File: src/rtl/debounce_multi.sv
// debounce_multi
//   Multi-channel button/switch debouncer. Each raw input is brought into the
//   clk domain through a two-flop synchroniser, polarity-corrected, then
//   filtered against a shared sample tick. A channel's clean level only
//   changes after STABLE_TICKS consecutive ticks disagree with it. Edge pulses
//   and a one-shot long-press pulse are derived from the clean level.
//
// Parameters
//   N_CH         number of independent channels (>=1)
//   CLK_DIV      clk cycles per sample tick (>=2)
//   STABLE_TICKS consecutive disagreeing ticks before key changes (>=1)
//   LONG_TICKS   ticks key must stay high before key_long fires (>=1)
//   ACTIVE_LOW   1 = raw inputs are active-low
//
// Ports
//   clk          system clock
//   rst          asynchronous reset, active low
//   btn          raw asynchronous button inputs
//   key          debounced level, 1 = pressed
//   key_press    one-clk pulse on key 0->1
//   key_release  one-clk pulse on key 1->0
//   key_long     one-clk pulse once per press after LONG_TICKS ticks held
//   tick         one-clk sample strobe, period CLK_DIV
module debounce_multi #(
  parameter int N_CH         = 4,
  parameter int CLK_DIV      = 50000,
  parameter int STABLE_TICKS = 30,
  parameter int LONG_TICKS   = 1000,
  parameter int ACTIVE_LOW   = 0
) (
  input  logic            clk,
  input  logic            rst,
  input  logic [N_CH-1:0] btn,
  output logic [N_CH-1:0] key,
  output logic [N_CH-1:0] key_press,
  output logic [N_CH-1:0] key_release,
  output logic [N_CH-1:0] key_long,
  output logic            tick
);

  localparam int DIV_W  = $clog2(CLK_DIV);
  localparam int STAB_W = $clog2(STABLE_TICKS + 1);
  localparam int HOLD_W = $clog2(LONG_TICKS + 1);

  localparam logic [DIV_W-1:0]  DIV_MAX   = DIV_W'(CLK_DIV - 1);
  localparam logic [STAB_W-1:0] STAB_LAST = STAB_W'(STABLE_TICKS - 1);
  localparam logic [HOLD_W-1:0] LONG_MAX  = HOLD_W'(LONG_TICKS);
  localparam logic [HOLD_W-1:0] LONG_LAST = HOLD_W'(LONG_TICKS - 1);

  // Released level of the raw pins, so the synchroniser powers up "not pressed".
  localparam logic [N_CH-1:0] REL_LEVEL = {N_CH{ACTIVE_LOW != 0}};

  logic [DIV_W-1:0]  div_q, div_d;
  logic              tick_q, tick_d;
  logic [N_CH-1:0]   sync1_q, sync1_d;
  logic [N_CH-1:0]   sync2_q, sync2_d;
  logic [N_CH-1:0]   btn_s;
  logic [N_CH-1:0]   key_q, key_d;
  logic [N_CH-1:0]   key_prev_q, key_prev_d;
  logic [N_CH-1:0]   press_q, press_d;
  logic [N_CH-1:0]   release_q, release_d;
  logic [N_CH-1:0]   long_q, long_d;
  logic [STAB_W-1:0] stab_q [N_CH];
  logic [STAB_W-1:0] stab_d [N_CH];
  logic [HOLD_W-1:0] hold_q [N_CH];
  logic [HOLD_W-1:0] hold_d [N_CH];

  always_ff @(posedge clk or negedge rst) begin
    if (!rst) begin
      div_q      <= '0;
      tick_q     <= 1'b0;
      sync1_q    <= REL_LEVEL;
      sync2_q    <= REL_LEVEL;
      key_q      <= '0;
      key_prev_q <= '0;
      press_q    <= '0;
      release_q  <= '0;
      long_q     <= '0;
      for (int i = 0; i < N_CH; i++) begin
        stab_q[i] <= '0;
        hold_q[i] <= '0;
      end
    end else begin
      div_q      <= div_d;
      tick_q     <= tick_d;
      sync1_q    <= sync1_d;
      sync2_q    <= sync2_d;
      key_q      <= key_d;
      key_prev_q <= key_prev_d;
      press_q    <= press_d;
      release_q  <= release_d;
      long_q     <= long_d;
      for (int i = 0; i < N_CH; i++) begin
        stab_q[i] <= stab_d[i];
        hold_q[i] <= hold_d[i];
      end
    end
  end

  always_comb begin
    // Shared tick: registered strobe in the cycle after the divider wraps.
    div_d  = (div_q == DIV_MAX) ? '0 : div_q + DIV_W'(1);
    tick_d = (div_q == DIV_MAX);

    sync1_d = btn;
    sync2_d = sync1_q;
    btn_s   = sync2_q ^ REL_LEVEL;

    key_d  = key_q;
    long_d = '0;
    stab_d = stab_q;
    hold_d = hold_q;

    for (int i = 0; i < N_CH; i++) begin
      // Any agreeing sample restarts qualification, so short bounces never
      // reach the threshold.
      if (tick_q) begin
        if (btn_s[i] == key_q[i]) begin
          stab_d[i] = '0;
        end else if (stab_q[i] == STAB_LAST) begin
          key_d[i]  = btn_s[i];
          stab_d[i] = '0;
        end else begin
          stab_d[i] = stab_q[i] + STAB_W'(1);
        end
      end

      // hold_cnt saturates at LONG_TICKS so key_long fires once per press.
      if (!key_q[i]) begin
        hold_d[i] = '0;
      end else if (tick_q && (hold_q[i] < LONG_MAX)) begin
        hold_d[i] = hold_q[i] + HOLD_W'(1);
        if (hold_q[i] == LONG_LAST) begin
          long_d[i] = 1'b1;
        end
      end
    end

    key_prev_d = key_q;
    press_d    = key_q & ~key_prev_q;
    release_d  = ~key_q & key_prev_q;
  end

  assign key         = key_q;
  assign key_press   = press_q;
  assign key_release = release_q;
  assign key_long    = long_q;
  assign tick        = tick_q;

endmodule
File: config.mk
export PLATFORM = sky130hd
export DESIGN_NAME = debounce_multi
export DESIGN_NICKNAME = d
export VERILOG_FILES = /design/src/rtl/debounce_multi.sv
export SDC_FILE = /design/constraint.sdc
export NUM_CORES = 1
export LEC_CHECK = 0
export ABC_AREA = 1
export BUFFER_PORTS_ARGS = -buffer_cell sky130_fd_sc_hd__buf_2
export CORE_MARGIN = 5
export CORE_UTILIZATION = 39
export CTS_CLUSTER_DIAMETER = 80
export CTS_CLUSTER_SIZE = 10
export DETAILED_ROUTE_END_ITERATION = 8
export HOLD_SLACK_MARGIN = 0.15
export SKIP_CTS_REPAIR_TIMING = 1
export SYNTH_ARGS = -nofsm -noshare
export SYNTH_HDL_FRONTEND = slang
export SYNTH_SLANG_ARGS = --single-unit
File: constraint.sdc
create_clock -name clk -period 3.55 [get_ports clk]
set_clock_uncertainty 0.2 [all_clocks]
set_input_delay 0.71 -clock clk [delete_from_list [all_inputs] [get_ports clk]]
set_output_delay 0.71 -clock clk [all_outputs]
set_load 0.1 [all_outputs]
Word level (Yosys, flattened, before mapping)

Cells that the tools add are included.

Register bits: 105
Input port bits: 6
Output and inout bits: 17
Logic and storage cells: 95

$add $sub $neg: 9
Magnitude comparators: 4
Equality and inequality tests: 17
Multiplexer cells: 29
Bitwise logic cells: 8
Reduce and logical (&&, ||, !) cells: 8

Operator list:

| cell                                                            | number |
|---|---|
| 10-bit 2-to-1 mux                                               | 8 |
| 10-bit by 1-bit adder with 10-bit output, second input constant | 4 |
| 10-bit == test, second input constant                           | 4 |
| 10-bit less-than comparator, second input constant              | 4 |
| 5-bit 2-to-1 mux                                                | 8 |
| 5-bit by 1-bit adder with 5-bit output, second input constant   | 4 |
| 5-bit == test, second input constant                            | 4 |
| 16-bit by 1-bit adder with 16-bit output, second input constant | 1 |
| 16-bit == test, second input constant                           | 1 |
| 16-bit 2-to-1 mux                                               | 1 |
| 1-bit 2-to-1 mux                                                | 12 |
| 3-bit AND reduction                                             | 4 |
| 4-bit AND                                                       | 2 |
| 2-bit by 1-bit != test with 1-bit output, second input constant | 4 |
| 4-bit NOT                                                       | 2 |
| 1-bit == test                                                   | 4 |
| 1-bit logical AND                                               | 4 |
| 1-bit NOT                                                       | 4 |

Longest topological paths before layout

Depth in word-level cells: 4
Depth in mapped cells: 9
Gate-level depth less buffers: 8

Worst setup path before layout

Ideal clock, no wire load.

Path type: reg2reg
Start point: register tick_q, in the netlist tick
End point: register key_q[0], in the netlist key[0]
Library setup time: 0.120 ns
Data arrival time: 1.800 ns
Data required time: 3.230 ns
Path slack: 1.430 ns
Stages on the path, launching flop included: 7
Path buffers: 3
Clock period less this slack: 2.120 ns
Cell sequence: dfrtp_1 clkbuf_8 buf_4 buf_2 nand2_1 o21ai_0 inv_1

Cells in the longest elaborated chain, start to end: 1

Ends and longest elaborated chain:

| element                       | RTL line | RTL |
|---|---|---|
| start, declared               | 54       | `logic tick_q, tick_d;` |
| start signal, assigned        | 85       | `tick_q <= tick_d;` |
| 3-bit AND reduction (no line) | n/a      |  |
| end signal, assigned          | 88       | `key_q <= key_d;` |
| end, declared                 | 58       | `logic [N_CH-1:0] key_q, key_d;` |

No other way between the ends.
A chain may end at the register's enable or synchronous reset.

Worst setup path in the final report

Start point: register key_q[1], in the netlist key[1]
End point: output key[1]

RTL lines:

| element       | RTL line | RTL |
|---|---|---|
| end, declared | 34       | `output logic [N_CH-1:0] key,` |

No word-level cell between the ends.

==> qor_table.md <==
| Stage | Item | This run |
|:---|:---|:---|
| outcome | Run status | complete, no violations |
| synth | Synthesized area per cell | 8.03 um2 |
| floorplanning | Horizontal die dimension | 126 um |
| floorplanning | Die extent in y | 126 um |
| timing | Final hold violation count | 0 |
| timing | Max Clk Rate | 407 MHz |
| setup path | Crit path max-delay family | flip-flops |
| synth | Number of warnings printed during yosys synthesis | 0 |
| pwr | Highest ir drop seen on vdd | 0.197 mV |
| floorplanning | Starting density of the core | 39.7% |
| layout | Signed area change from the synthesized netlist to the final layout | 11.3% |
| layout | Regs by FF count | hold_q: 40 flops, stab_q: 20 flops, div_q: 16 flops |
| setup path | Source of the worst register-to-register timing path | tick$_DFF_PN0_ |
| timing | Minimum clock period | 2.46 ns |
| timing | Slew at the pin closest to its max-slew limit | 0.700 ns |
| global routing | Vias in the first global route | 3899 |
| layout | Sequential Area | 0.00263 mm2 |
| setup path | CP arrival | 1.55 ns |
| setup path | Bufs and invs on worst path | 1 |
| clock tree | CTS Root Buffer Type | clkbuf_16 |
| synth | Proportion of synthesized chip area in sequential cells | 49.9% |
| global routing | All-Layer GR Usage | 13.2% |
| synth | Post-synthesis cell type count | 32 |
| layout | Share of cells above drive strength 1 | 8.75% |
| setup path | Critical Path, Cell by Cell | buf_2 |
| placement | IO Port Bufs | 22 |
| drt | Count of unresolved DRC violations after routing | 0 |
| clock tree | Clock tree from TritonCTS | yes |
| layout | Most common cell after layout, fill and taps aside | nand2_1 |
| pwr | Cell area power density | 382 mW/mm2 |
| setup path | Largest stage delay on the critical path | 0.67 ns |
| pwr | Leakage power summed over all cells | 2.97 nW |
| layout | Number of flip-flops under the largest register name | 40 |
| drt | Detailed router's first-iteration violation count | 249 |
| global routing | Most utilized layer in the global route result | met2 |
| worst hold path | Hold Crit Depth | 0 |
| synth | Total of flip-flops plus latches after synthesis | 105 |
| global routing | GR Layer Usage met1 | 17.0% |
| placement | Routability cong. | 0.831 |
| global routing | Aggregate global routing overflow | 0 |
| worst hold path | Hold Crit Endpoint | btn_s[2]$_DFF_PN0_ |
| setup path | Type of element capturing the critical path | output port |
| global routing | Global routing usage on met3 | 3.81% |
| worst hold path | Origin of the worst min-delay path | sync1_q[2]$_DFF_PN0_ |
| global routing | Grt met2 use | 21.6% |
| drt | Average wire per standard cell | 11.6 um |
| clock tree | Total CTS buffers | 9 |
| layout | Final Instance Area | 0.00586 mm2 |
| floorplanning | Row cnt | 42 |
| setup path | Reg2reg setup slack | 1.63 ns |
| clock tree | TritonCTS sink count | 105 |
| global routing | Largest net degree at the start of global routing | 55 |
| setup path | Crit path launch type | register |
| clock tree | Worst-case clock buffer depth | 2 |
| layout | Post-route core utilization | 44.2% |
| layout | Number of filler cells placed in the layout | 1296 |
| setup path | Setup Crit Path Kind | register to output port |
| drt | Number of vias per cell | 4.83 |
| setup path | Worst R2R Path Depth | 4 |
| layout | Footprint of the multi-input gates | 0.00225 mm2 |
| synth | Summed instance area of the synthesized netlist | 0.00526 mm2 |
| placement | Placed wire-length estimate | 7.22 mm |
| timing | Worst max-slew margin expressed relative to the limit | 53.3% |
| setup path | Capturing point of the worst reg2reg path | hold_q[37]$_DFFE_PN0P_ |
| clock tree | Clock H-tree levels | 3 |
| global routing | First-pass GRT wire length | 17.5 mm |
| setup path | Worst EP required | 2.64 ns |
| global routing | Number of antenna violations at the first check in global routing | 0 |
| drt | Via total after detailed routing | 4160 |
| clock tree | Clock Pin Slew Worst Setup and Hold Paths | 0.07 ns |
| drt | Total detailed-routing wirelength | 10.0 mm |
| floorplanning | Count of pins on the block boundary | 23 |
| setup path | Maximum fanout count along the critical path | 15 |
| layout | Register bank with the most flops | hold_q |
| timing | Final setup TNS | 0 ns |
| timing | Tcrit/Tclk final | 69.2% |
| run | Number of max-capacitance violations reported | 0 |
| worst hold path | Hold Crit Class | register to register |
| setup path | Critical Path Slowest Stage Cell | dfrtp_1 |
| placement | Post-detailed-placement cell area | 0.00555 mm2 |
| synth | Cell count after synthesis | 655 |
| floorplanning | Area inside the core boundary | 0.0132 mm2 |
| layout | Commonest non-fill, non-tap cells in the layout | nand2_1 (187), dfrtp_1 (105), nor2_1 (92) |
| drt | ANT nets after route | 0 |
| timing | Setup violations, final | 0 |
| timing | Unrepaired setup endpoints after global routing | false |
| layout | Antenna diode count | 0 |
| floorplanning | Floorplan die area | 0.0159 mm2 |
| clock tree | Worst-Skew Late Latency | 0.35 ns |
| synth | Synthesized netlist net count | 674 |
| layout | Post-layout net count | 700 |
| timing | Max-slew violation count | 0 |
| drt | TritonRoute pass-1 iters | 4 |
[metrics by stage]
stage          std cells  hold slack, ns  setup slack, ns  power [mW]
2_1_floorplan        655           0.131             1.43        1.23
3_3_place_gp         846           0.138             1.49        1.26
3_5_place_dp         846           0.142             1.46        1.26
4_1_cts              862           0.159             1.06        2.28
5_1_grt              862           0.167             1.02        2.33
6_report             862           0.156             1.09        2.23
[cell usage after synthesis, drive strengths merged]
master | number | share of area, %
a21oi | 11 | 1.0
buf | 7 | 0.95
clkbuf | 2 | 0.33
clkinv | 2 | 0.19
dfrtp | 105 | 50
ha | 13 | 3.1
inv | 82 | 5.9
nand2 | 194 | 14
nand3 | 43 | 4.1
nand4 | 22 | 2.6
nor2 | 94 | 6.9
nor3 | 12 | 1.5
nor4 | 1 | 0.12
o211ai | 1 | 0.14
o21a | 1 | 0.14
o21ai | 23 | 2.3
o21bai | 7 | 1.0
o22ai | 4 | 0.48
or2 | 2 | 0.24
xnor2 | 9 | 1.5
xor2 | 20 | 3.3
[power breakdown]
group | leakage (nW) | switching [mW] | internal (mW)
clock network | 0.146 | 0.448 | 0.553
registers | 1.43 | 0.00246 | 1.20
logic | 1.39 | 0.0255 | 0.00638
[layout make-up]
cell class              count  share of cell area [%]
flip-flops and latches    105                    44.9
multi-input cells         457                    38.4
inverters                  84                    5.43
clock buffers               9                    3.85
well taps                 176                    3.76
repair buffers             24                    2.39
clock inverters             7                    1.32
[layer usage]
layer,wire [um],part of all wire (%)
met5,0,0
met4,119,1.2
met3,402,4.0
met2,4740,47
met1,4760,47
[logic make-up after synthesis]
logic type | after synthesis | synth area share (%)
buffers and inverters | 93 | 7.32
AOI/OAI and AO/OA | 47 | 5.14
and+or+nand+nor | 368 | 29.7
DFF | 105 | 49.9
adders and majority gates | 13 | 3.09
xor gates and xnor gates | 29 | 4.83
[worst max path at each step]
stage / from / end / slack, ns / cells after the start
5_1_grt: key[0]$_DFFE_PN0P_ / key[0] / 1.02 / 1
4_1_cts: key[1]$_DFFE_PN0P_ / key[1] / 1.06 / 1
3_3_place_gp: key[0]$_DFFE_PN0P_ / key[0] / 1.49 / 1
2_1_floorplan: tick$_DFF_PN0_ / key[0]$_DFFE_PN0P_ / 1.43 / 6
3_5_place_dp: key[1]$_DFFE_PN0P_ / key[1] / 1.46 / 1
6_report: key[1]$_DFFE_PN0P_ / key[1] / 1.09 / 1
Note: power is estimated with default switching activity, not from simulation.
